<file path="src/rtl/ctrl_pkg.sv">
// Shared encodings for the multi-cycle MIPS-subset control path:
// opcodes, FSM state codes, datapath select codes and instruction classes.
package ctrl_pkg;

   localparam logic [5:0] OP_RTYPE = 6'b000000;
   localparam logic [5:0] OP_ADDI  = 6'b001000;
   localparam logic [5:0] OP_LW    = 6'b100011;
   localparam logic [5:0] OP_SW    = 6'b101011;
   localparam logic [5:0] OP_BEQ   = 6'b000100;
   localparam logic [5:0] OP_J     = 6'b000010;

   localparam logic [3:0] S_IDLE   = 4'd0;
   localparam logic [3:0] S_FETCH  = 4'd1;
   localparam logic [3:0] S_DECODE = 4'd2;
   localparam logic [3:0] S_EXEC_R = 4'd3;
   localparam logic [3:0] S_WB_R   = 4'd4;
   localparam logic [3:0] S_EXEC_I = 4'd5;
   localparam logic [3:0] S_WB_I   = 4'd6;
   localparam logic [3:0] S_MEMADR = 4'd7;
   localparam logic [3:0] S_MEMRD  = 4'd8;
   localparam logic [3:0] S_WB_MEM = 4'd9;
   localparam logic [3:0] S_MEMWR  = 4'd10;
   localparam logic [3:0] S_BRANCH = 4'd11;
   localparam logic [3:0] S_JUMP   = 4'd12;

   localparam logic [1:0] ALUOP_ADD   = 2'b00;
   localparam logic [1:0] ALUOP_SUB   = 2'b01;
   localparam logic [1:0] ALUOP_FUNCT = 2'b10;

   localparam logic [1:0] PCSRC_ALU    = 2'b00;
   localparam logic [1:0] PCSRC_ALUOUT = 2'b01;
   localparam logic [1:0] PCSRC_JUMP   = 2'b10;

   localparam logic [1:0] SRCB_RT     = 2'b00;
   localparam logic [1:0] SRCB_FOUR   = 2'b01;
   localparam logic [1:0] SRCB_IMM    = 2'b10;
   localparam logic [1:0] SRCB_IMM_SH = 2'b11;

   typedef enum logic [2:0] {
      CLS_R   = 3'd0,
      CLS_I   = 3'd1,
      CLS_LW  = 3'd2,
      CLS_SW  = 3'd3,
      CLS_BEQ = 3'd4,
      CLS_J   = 3'd5
   } op_class_t;

endpackage

</file>
<file path="src/rtl/opcode_class.sv">
// Combinational opcode classifier: maps the IR opcode to an instruction
// class and flags opcodes the control FSM does not implement.
module opcode_class
   import ctrl_pkg::*;
#(
   parameter int OP_W = 6
) (
   input  logic [OP_W-1:0] op,
   output op_class_t       op_class,
   output logic            legal
);

   always_comb begin
      op_class = CLS_R;
      legal    = 1'b1;
      case (op)
         OP_W'(OP_RTYPE): op_class = CLS_R;
         OP_W'(OP_ADDI):  op_class = CLS_I;
         OP_W'(OP_LW):    op_class = CLS_LW;
         OP_W'(OP_SW):    op_class = CLS_SW;
         OP_W'(OP_BEQ):   op_class = CLS_BEQ;
         OP_W'(OP_J):     op_class = CLS_J;
         default:         legal    = 1'b0;
      endcase
   end

endmodule

</file>
<file path="src/rtl/multicycle_control.sv">
// Multi-cycle main control FSM: sequences fetch/decode/execute/memory/writeback,
// drives datapath selects, handshakes with memory and counts retired instructions.
module multicycle_control
   import ctrl_pkg::*;
#(
   parameter int OP_W    = 6,
   parameter int ALUOP_W = 2,
   parameter int CNT_W   = 32
) (
   input  logic               clk_i,
   input  logic               rst_i,
   input  logic [OP_W-1:0]    Op_i,
   input  logic               mem_ack_i,
   output logic               mem_req_o,
   output logic               MemRead_o,
   output logic               MemWrite_o,
   output logic               IorD_o,
   output logic               IRWrite_o,
   output logic               PCWrite_o,
   output logic               PCWriteCond_o,
   output logic [1:0]         PCSource_o,
   output logic               ALUSrcA_o,
   output logic [1:0]         ALUSrcB_o,
   output logic [ALUOP_W-1:0] ALUOp_o,
   output logic               RegDst_o,
   output logic               MemtoReg_o,
   output logic               RegWrite_o,
   output logic               illegal_o,
   output logic [CNT_W-1:0]   instr_cnt_o
);

   logic [3:0] state, state_nxt;
   op_class_t  cls_q, dec_cls;
   logic       dec_legal;
   logic       retire;

   opcode_class #(.OP_W(OP_W)) u_opcode_class (
      .op       (Op_i),
      .op_class (dec_cls),
      .legal    (dec_legal)
   );

   always_comb begin
      state_nxt = state;
      case (state)
         S_IDLE:   state_nxt = S_FETCH;
         S_FETCH:  if (mem_ack_i) state_nxt = S_DECODE;
         S_DECODE: begin
            if (!dec_legal) state_nxt = S_FETCH;
            else begin
               case (dec_cls)
                  CLS_R:         state_nxt = S_EXEC_R;
                  CLS_I:         state_nxt = S_EXEC_I;
                  CLS_LW, CLS_SW: state_nxt = S_MEMADR;
                  CLS_BEQ:       state_nxt = S_BRANCH;
                  CLS_J:         state_nxt = S_JUMP;
                  default:       state_nxt = S_FETCH;
               endcase
            end
         end
         S_EXEC_R: state_nxt = S_WB_R;
         S_EXEC_I: state_nxt = S_WB_I;
         // The load/store choice comes from the class latched at decode, not Op_i.
         S_MEMADR: state_nxt = (cls_q == CLS_LW) ? S_MEMRD : S_MEMWR;
         S_MEMRD:  if (mem_ack_i) state_nxt = S_WB_MEM;
         S_MEMWR:  if (mem_ack_i) state_nxt = S_FETCH;
         S_WB_R, S_WB_I, S_WB_MEM, S_BRANCH, S_JUMP: state_nxt = S_FETCH;
         default:  state_nxt = S_IDLE;
      endcase
   end

   always_comb begin
      retire = 1'b0;
      case (state)
         S_WB_R, S_WB_I, S_WB_MEM, S_BRANCH, S_JUMP: retire = 1'b1;
         S_MEMWR:  retire = mem_ack_i;
         default:  retire = 1'b0;
      endcase
   end

   always_ff @(posedge clk_i or negedge rst_i) begin
      if (!rst_i) begin
         state       <= S_IDLE;
         cls_q       <= CLS_R;
         instr_cnt_o <= '0;
      end else begin
         state <= state_nxt;
         if (state == S_DECODE) cls_q <= dec_cls;
         if (retire) instr_cnt_o <= instr_cnt_o + CNT_W'(1);
      end
   end

   // Moore decode; only the fetch-side IR/PC loads look at the ack.
   always_comb begin
      mem_req_o     = 1'b0;
      MemRead_o     = 1'b0;
      MemWrite_o    = 1'b0;
      IorD_o        = 1'b0;
      IRWrite_o     = 1'b0;
      PCWrite_o     = 1'b0;
      PCWriteCond_o = 1'b0;
      PCSource_o    = PCSRC_ALU;
      ALUSrcA_o     = 1'b0;
      ALUSrcB_o     = SRCB_RT;
      ALUOp_o       = '0;
      RegDst_o      = 1'b0;
      MemtoReg_o    = 1'b0;
      RegWrite_o    = 1'b0;
      illegal_o     = 1'b0;
      case (state)
         S_FETCH: begin
            mem_req_o = 1'b1;
            MemRead_o = 1'b1;
            ALUSrcB_o = SRCB_FOUR;
            ALUOp_o   = ALUOP_W'(ALUOP_ADD);
            IRWrite_o = mem_ack_i;
            PCWrite_o = mem_ack_i;
         end
         S_DECODE: begin
            ALUSrcB_o = SRCB_IMM_SH;
            ALUOp_o   = ALUOP_W'(ALUOP_ADD);
            illegal_o = !dec_legal;
         end
         S_EXEC_R: begin
            ALUSrcA_o = 1'b1;
            ALUSrcB_o = SRCB_RT;
            ALUOp_o   = ALUOP_W'(ALUOP_FUNCT);
         end
         S_WB_R: begin
            RegDst_o   = 1'b1;
            RegWrite_o = 1'b1;
         end
         S_EXEC_I, S_MEMADR: begin
            ALUSrcA_o = 1'b1;
            ALUSrcB_o = SRCB_IMM;
            ALUOp_o   = ALUOP_W'(ALUOP_ADD);
         end
         S_WB_I:   RegWrite_o = 1'b1;
         S_MEMRD: begin
            mem_req_o = 1'b1;
            MemRead_o = 1'b1;
            IorD_o    = 1'b1;
         end
         S_WB_MEM: begin
            MemtoReg_o = 1'b1;
            RegWrite_o = 1'b1;
         end
         S_MEMWR: begin
            mem_req_o  = 1'b1;
            MemWrite_o = 1'b1;
            IorD_o     = 1'b1;
         end
         S_BRANCH: begin
            ALUSrcA_o     = 1'b1;
            ALUSrcB_o     = SRCB_RT;
            ALUOp_o       = ALUOP_W'(ALUOP_SUB);
            PCWriteCond_o = 1'b1;
            PCSource_o    = PCSRC_ALUOUT;
         end
         S_JUMP: begin
            PCWrite_o  = 1'b1;
            PCSource_o = PCSRC_JUMP;
         end
         default: ;
      endcase
   end

endmodule
</file>
<file path="config.mk">
export PLATFORM = sky130hd
export DESIGN_NAME = multicycle_control
export DESIGN_NICKNAME = d
export VERILOG_FILES = /design/src/rtl/ctrl_pkg.sv /design/src/rtl/opcode_class.sv /design/src/rtl/multicycle_control.sv
export SDC_FILE = /design/constraint.sdc
export NUM_CORES = 1
export LEC_CHECK = 0
export BUFFER_PORTS_ARGS = -buffer_cell sky130_fd_sc_hd__buf_2
export CELL_PAD_IN_SITES_DETAIL_PLACEMENT = 0
export CELL_PAD_IN_SITES_GLOBAL_PLACEMENT = 2
export CORE_MARGIN = 2
export CORE_UTILIZATION = 25
export CTS_BUF_LIST = sky130_fd_sc_hd__clkbuf_2
export CTS_CLUSTER_DIAMETER = 120
export CTS_CLUSTER_SIZE = 20
export DETAILED_ROUTE_END_ITERATION = 8
export PLACE_DENSITY_LB_ADDON = 0.1
export SLEW_MARGIN = 40
export SYNTH_ARGS = -nofsm -noshare
export SYNTH_HDL_FRONTEND = slang
export SYNTH_SLANG_ARGS = --single-unit
export TNS_END_PERCENT = 100
</file>
<file path="constraint.sdc">
create_clock -name clk_i -period 3.6 [get_ports clk_i]
set_clock_uncertainty 0.15 [all_clocks]
set_input_delay 0 -clock clk_i [delete_from_list [all_inputs] [get_ports clk_i]]
set_output_delay 0 -clock clk_i [all_outputs]
set_load 0.1 [all_outputs]
</file>
== After elaboration in Yosys (flattened, before gate mapping) ==
Index checks and enable logic that the tools add are counted.

* Add/subtract/negate cells: 1
* Reduce and logical (&&, ||, !) cells: 15
* Multiplexer cells: 25
* Equality and inequality tests: 26

{| class="wikitable"
|+ Operators by type and width
! cell !! count
|-
| 32-bit by 1-bit adder with 32-bit output, second input constant || 1
|-
| 4-bit one-hot mux with 8 select lines || 1
|-
| 4-bit equality test, second input constant || 5
|-
| 4-bit one-hot mux with 5 select lines || 1
|-
| 4-bit by 3-bit equality test with 1-bit output, second input constant || 4
|-
| 4-bit 2-to-1 mux || 4
|-
| 3-bit one-hot mux with 5 select lines || 1
|-
| 6-bit equality test, second input constant || 2
|-
| 1-bit 2-to-1 mux || 12
|-
| 6-bit OR reduction || 2
|-
| 3-bit by 2-bit equality test with 1-bit output, second input constant || 3
|-
| 4-bit by 2-bit equality test with 1-bit output, second input constant || 2
|-
| 2-bit one-hot mux with 2 select lines || 2
|-
| 2-bit OR reduction || 4
|-
| 3-bit equality test, second input constant || 2
|-
| 6-bit by 2-bit equality test with 1-bit output, second input constant || 1
|-
| 6-bit by 3-bit equality test with 1-bit output, second input constant || 1
|-
| 6-bit by 4-bit equality test with 1-bit output, second input constant || 1
|-
| 6-bit logical NOT || 1
|-
| 2-bit inequality test, second input constant || 3
|-
| 2-bit one-hot mux with 3 select lines || 1
|-
| 3-bit OR reduction || 2
|-
| 5-bit OR reduction || 1
|-
| 4-bit by 1-bit equality test with 1-bit output, second input constant || 1
|-
| other kinds (8) || 9
|}

* Bits in registers: 39
* Word-level logic and storage cells: 70
* Input bits: 9

== Logic depth before layout (Yosys ltp) ==
* Word-level depth: 7
* Mapped depth: 7
* Depth with buffers taken out: 5

== Modules after synthesis ==
Synthesis repeated with hierarchy kept, for this count alone.

* Cell total of the unflattened synthesis: 230
* Area total of the unflattened synthesis: 2262.2 µm²

{| class="wikitable"
|+ By module, submodules not included
! module !! seq. area each (µm²) !! cells an instance !! area an instance (µm²) !! instances
|-
| multicycle_control || 975.9 || 217 || 2172.1 || 1
|-
| opcode_class || 0.0 || 13 || 90.1 || 1
|}

== Worst setup path after synthesis ==
No wires, ideal clock.

* Path type: register to output
* Start: register state[3]
* End: output port PCWrite_o
* Stages on the path, launching flop included: 4
* Arrival time: 4280 ps
* Slack: -830 ps
* Required time: 3450 ps
* Path through: dfrtp_1 buf_4 nor4_1 or2_2

* Longest elaborated chain between the ends: 2
* Elaborated cells on any way between the ends: 3
* Classes of those cells: 2 x eq/ne; 1 x mux

{| class="wikitable"
|+ Ends and longest elaborated chain
! what !! line !! RTL
|-
| start: declaration || multicycle_control.sv:32 || <nowiki>logic [3:0] state, state_nxt;</nowiki>
|-
| start signal: assignment || multicycle_control.sv:87 || <nowiki>state <= state_nxt;</nowiki>
|-
| 4-bit equality test or 4-bit by 1-bit equality test with 1-bit output (tied branches) || multicycle_control.sv:110 || <nowiki>case (state)</nowiki>
|-
| 1-bit one-hot mux with 2 select lines * || multicycle_control.sv:110 ||
|-
| end: declaration || multicycle_control.sv:19 || <nowiki>output logic PCWrite_o,</nowiki>
|}

Every way passes the cells marked *; elsewhere a longest branch is shown, timed or not.

== Worst setup path after layout ==
* Start: register state[0]
* End: register state[1]

* Longest elaborated chain between the ends: 3
* Elaborated cells on any way between the ends: 19
* Classes of those cells: 15 x eq/ne; 1 x mux; 3 x reduce/logical

{| class="wikitable"
|+ Ends and longest elaborated chain
! what !! line !! RTL
|-
| 4-bit equality test, or another cell as far along || multicycle_control.sv:45 || <nowiki>case (state)</nowiki>
|-
| 6-bit OR reduction (no source line) or 2-bit inequality test (tied branches) || n/a ||
|-
| 4-bit one-hot mux with 8 select lines or 3-bit AND reduction (tied branches) || n/a ||
|}

Several ways; a longest one is shown, not always the timed one.
A chain may end at the register's enable or synchronous reset.

==> impl_metrics.toml <==
[clock_network]
hold_buffers = 15
post_cts_resized = 0
clk_latency_ns = 0.38
cts_buffer_depth = 2
numCtsBuffers = 5
post-cts-setup-buffers = 0
clkSinkCount = 39
cts.clk_slew.worst_paths_ns = 0.19
cts.htree.levels = 2
cts-root-buf = "clkbuf_2"
tritoncts = "yes"

[floorplanning]
std_cell_rows = 33
die_area_um2 = 9310
coreArea_um2 = 8260
initial_utilization_pct = 25.9
die_h_um = 96.5
dieWidth_um = 96.5
io-pin-count = 59

[synth]
yosysMostFrequentCell = "dfrtp_1"
ys_warn_count = 0
syn_nets = 236
synth-adder-area-share_pct = 0.585
ys_async_sr_fraction_pct = 100
yosys-top-cells-count = "39 x dfrtp_1, 24 x nand2_1, 21 x nor2_1"
yosysSeqAreaShare_pct = 45.6
yosys_most_used_dff = "dfrtp_1"
ys_ff_latch = 39
synthSimpleGateAreaFrac_pct = 26.1
synth_area_per_cell_um2 = 9.47
yosysUniqueCellTypes = 41
yosys.area.top_type_share_pct = 45.6
synth_xor_area_share_pct = 13.9
synth-edff-count = 0
synth-compound-area-share_pct = 9.18
synth.largest_area_cell = "dfrtp_1"
synth_cells = 226
synth_area_leaders = "dfrtp_1 46%, xor2_1 7.4%, xnor2_1 6.5%, nand2_1 4.2%, nor2_1 3.7%"
synth_area_um2 = 2140
synth_top_family_by_area = "simple AND/OR/NAND/NOR gates"
synth.mux.area_fraction_pct = 0.526

[worst_setup_path]
required_ns = 3.75
crit_end = "state[1]"
regToRegEndpoint = "state[1]"
r2r-start = "state[0]"
rr_worst_depth = 7
crit_type = "flip-flop to flip-flop"
timing.reg2reg.setup_slack_ns = 0.62
cp_max_fo = 15
crit_path_start = "state[0]"
arrival_ns = 3.14
end_kind = "flip-flop"
cp-start-kind = "flip-flop"

[timing]
drv_slew = 0
tightest_slew_ns = 0.701
finalCriticalPeriod_ns = 2.98
relSlewSlack_pct = 52.9
fmax_mhz = 335
tns_ns = 0
min_period_over_period_pct = 82.9
rsz0062_at_grt = "false"
setup_violations = 0
hold_violations = 0

[worst_hold_path]
hold_path_class = "input pin to flip-flop"

[placed_design]
gp_congestion = 0.739
port_buffers = 58
hpwlAfterDp_um = 3850

[power]
p_switching_mw = 1.14
p_int_mw = 0.763
switching_share_pct = 59.9
pwr-share-seq_pct = 32.4
clock_power_share_pct = 10.3
power_frac_comb_pct = 57.3
max-vdd-ir-drop_mv = 0.333
leakagePower_nw = 1.14
power_density_nw_per_um2 = 705

[drt]
drc_errors = 0
wl_per_cell_um = 13.4
wl_um = 5360
ant_nets = 0
avgViaCountPerCell = 4.52
dr.pass1.iters = 4
via_count = 1807
drt-initial-drc-count = 30

[grt]
grt_use_total_pct = 12.0
first_global_vias = 1718
antenna_found_initial = 0
grt_overflow = 0
grt_pass1_wl_um = 8630
grt_max_degree = 40

[layout]
drive_above_1_share_pct = 26.8
n_antenna_cell = 0
area_growth_pct = 26.1
fin_nets = 304
final_util_pct = 32.7

[run_status]
outcome = "finished, final reports clean"

[flow_run]
maxCapViolCount = 0
-- sequential cells by signal (all words and copies together) (netlist names) --
name         count
instr_cnt_o     32
cls_q            3
state            4
-- critical path, cell delays in order (launching register included) --
cell	delay, ns
dfrtp_1	0.59
nand2b_1	0.29
or3_1	0.48
a31oi_1	0.17
dlygate4sd3_1	0.56
nand2_1	0.05
dlygate4sd3_1	0.55
o221ai_1	0.07
-- per-stage QoR --
stage | total power, mW | cell area [um^2] | hold slack (ns) | worst slack, ns | cells
6_report | 1.90 | 2700 | 0.0683 | 0.617 | 400
5_1_grt | 2.01 | 2700 | 0.0617 | 0.430 | 400
4_1_cts | 1.93 | 2700 | 0.0255 | 0.578 | 400
3_5_place_dp | 1.70 | 2500 | -0.123 | 1.08 | 377
3_3_place_gp | 1.71 | 2500 | 0.0595 | 1.12 | 377
2_1_floorplan | 1.54 | 2150 | -0.446 | 0.101 | 226
-- power groups by stage --
stage,registers [mW],clock network [mW],logic [mW]
after floorplan,0.754,0,0.791
after global placement,0.628,0,1.08
after detailed placement,0.625,0,1.08
after CTS,0.617,0.214,1.10
after global routing,0.634,0.228,1.15
final,0.618,0.196,1.09
-- layer usage --
metal	wire length, um	part of all wire (%)	GRT usage (%)	vias up
met5	0	0	0	-
met4	44	0.82	3.17	0
met3	280	5.2	3.03	5
met2	2350	44	17.7	39
met1	2680	50	17.3	849
li1	-	-	-	914
-- how the worst min path moves through the flow --
stage,from,to,slack [ns],depth (start not counted)
floorplan,rst_i,cls_q[0],-0.45,0
global placement,rst_i,state[3],0.06,1
detailed placement,rst_i,state[3],-0.12,1
CTS,Op_i[3],state[2],0.03,5
global route,Op_i[3],state[2],0.06,5
finish,Op_i[3],state[2],0.07,5
-- kinds of logic (layout without fill, tap and decap cells) --
kind of cell	after synthesis	count (layout)
DFF	39	39
and+or+nand+nor	105	105
adders and majority gates	1	1
buffers and inverters	16	85
AOI/OAI and AO/OA	30	30
xor gates and xnor gates	34	34
muxes	1	1
-- cells in the final DEF (no fill, tap or decap), types with 6 or more instances in the layout --
| master | instances |
|---|---|
| nand2_1 | 24 |
| nand4_1 | 6 |
| nand2b_1 | 6 |
| a21oi_1 | 7 |
| o21ai_0 | 8 |
| xnor2_1 | 16 |
| buf_2 | 57 |
| nor2_1 | 21 |
| dlygate4sd3_1 | 14 |
| dfrtp_1 | 39 |
| xor2_1 | 18 |
| nand3_1 | 14 |
| clkbuf_2 | 7 |
| nor3_1 | 9 |
-- final cells by class --
class,count,area [um^2]
clock buffer,7,35.0
timing repair buffer,73,453
fill,919,5560
tap,105,131
multi-input combinational,171,1080
sequential,39,976
inverter,4,15.0
clock inverter,1,5.00
Power figures use the tool's default switching activity.
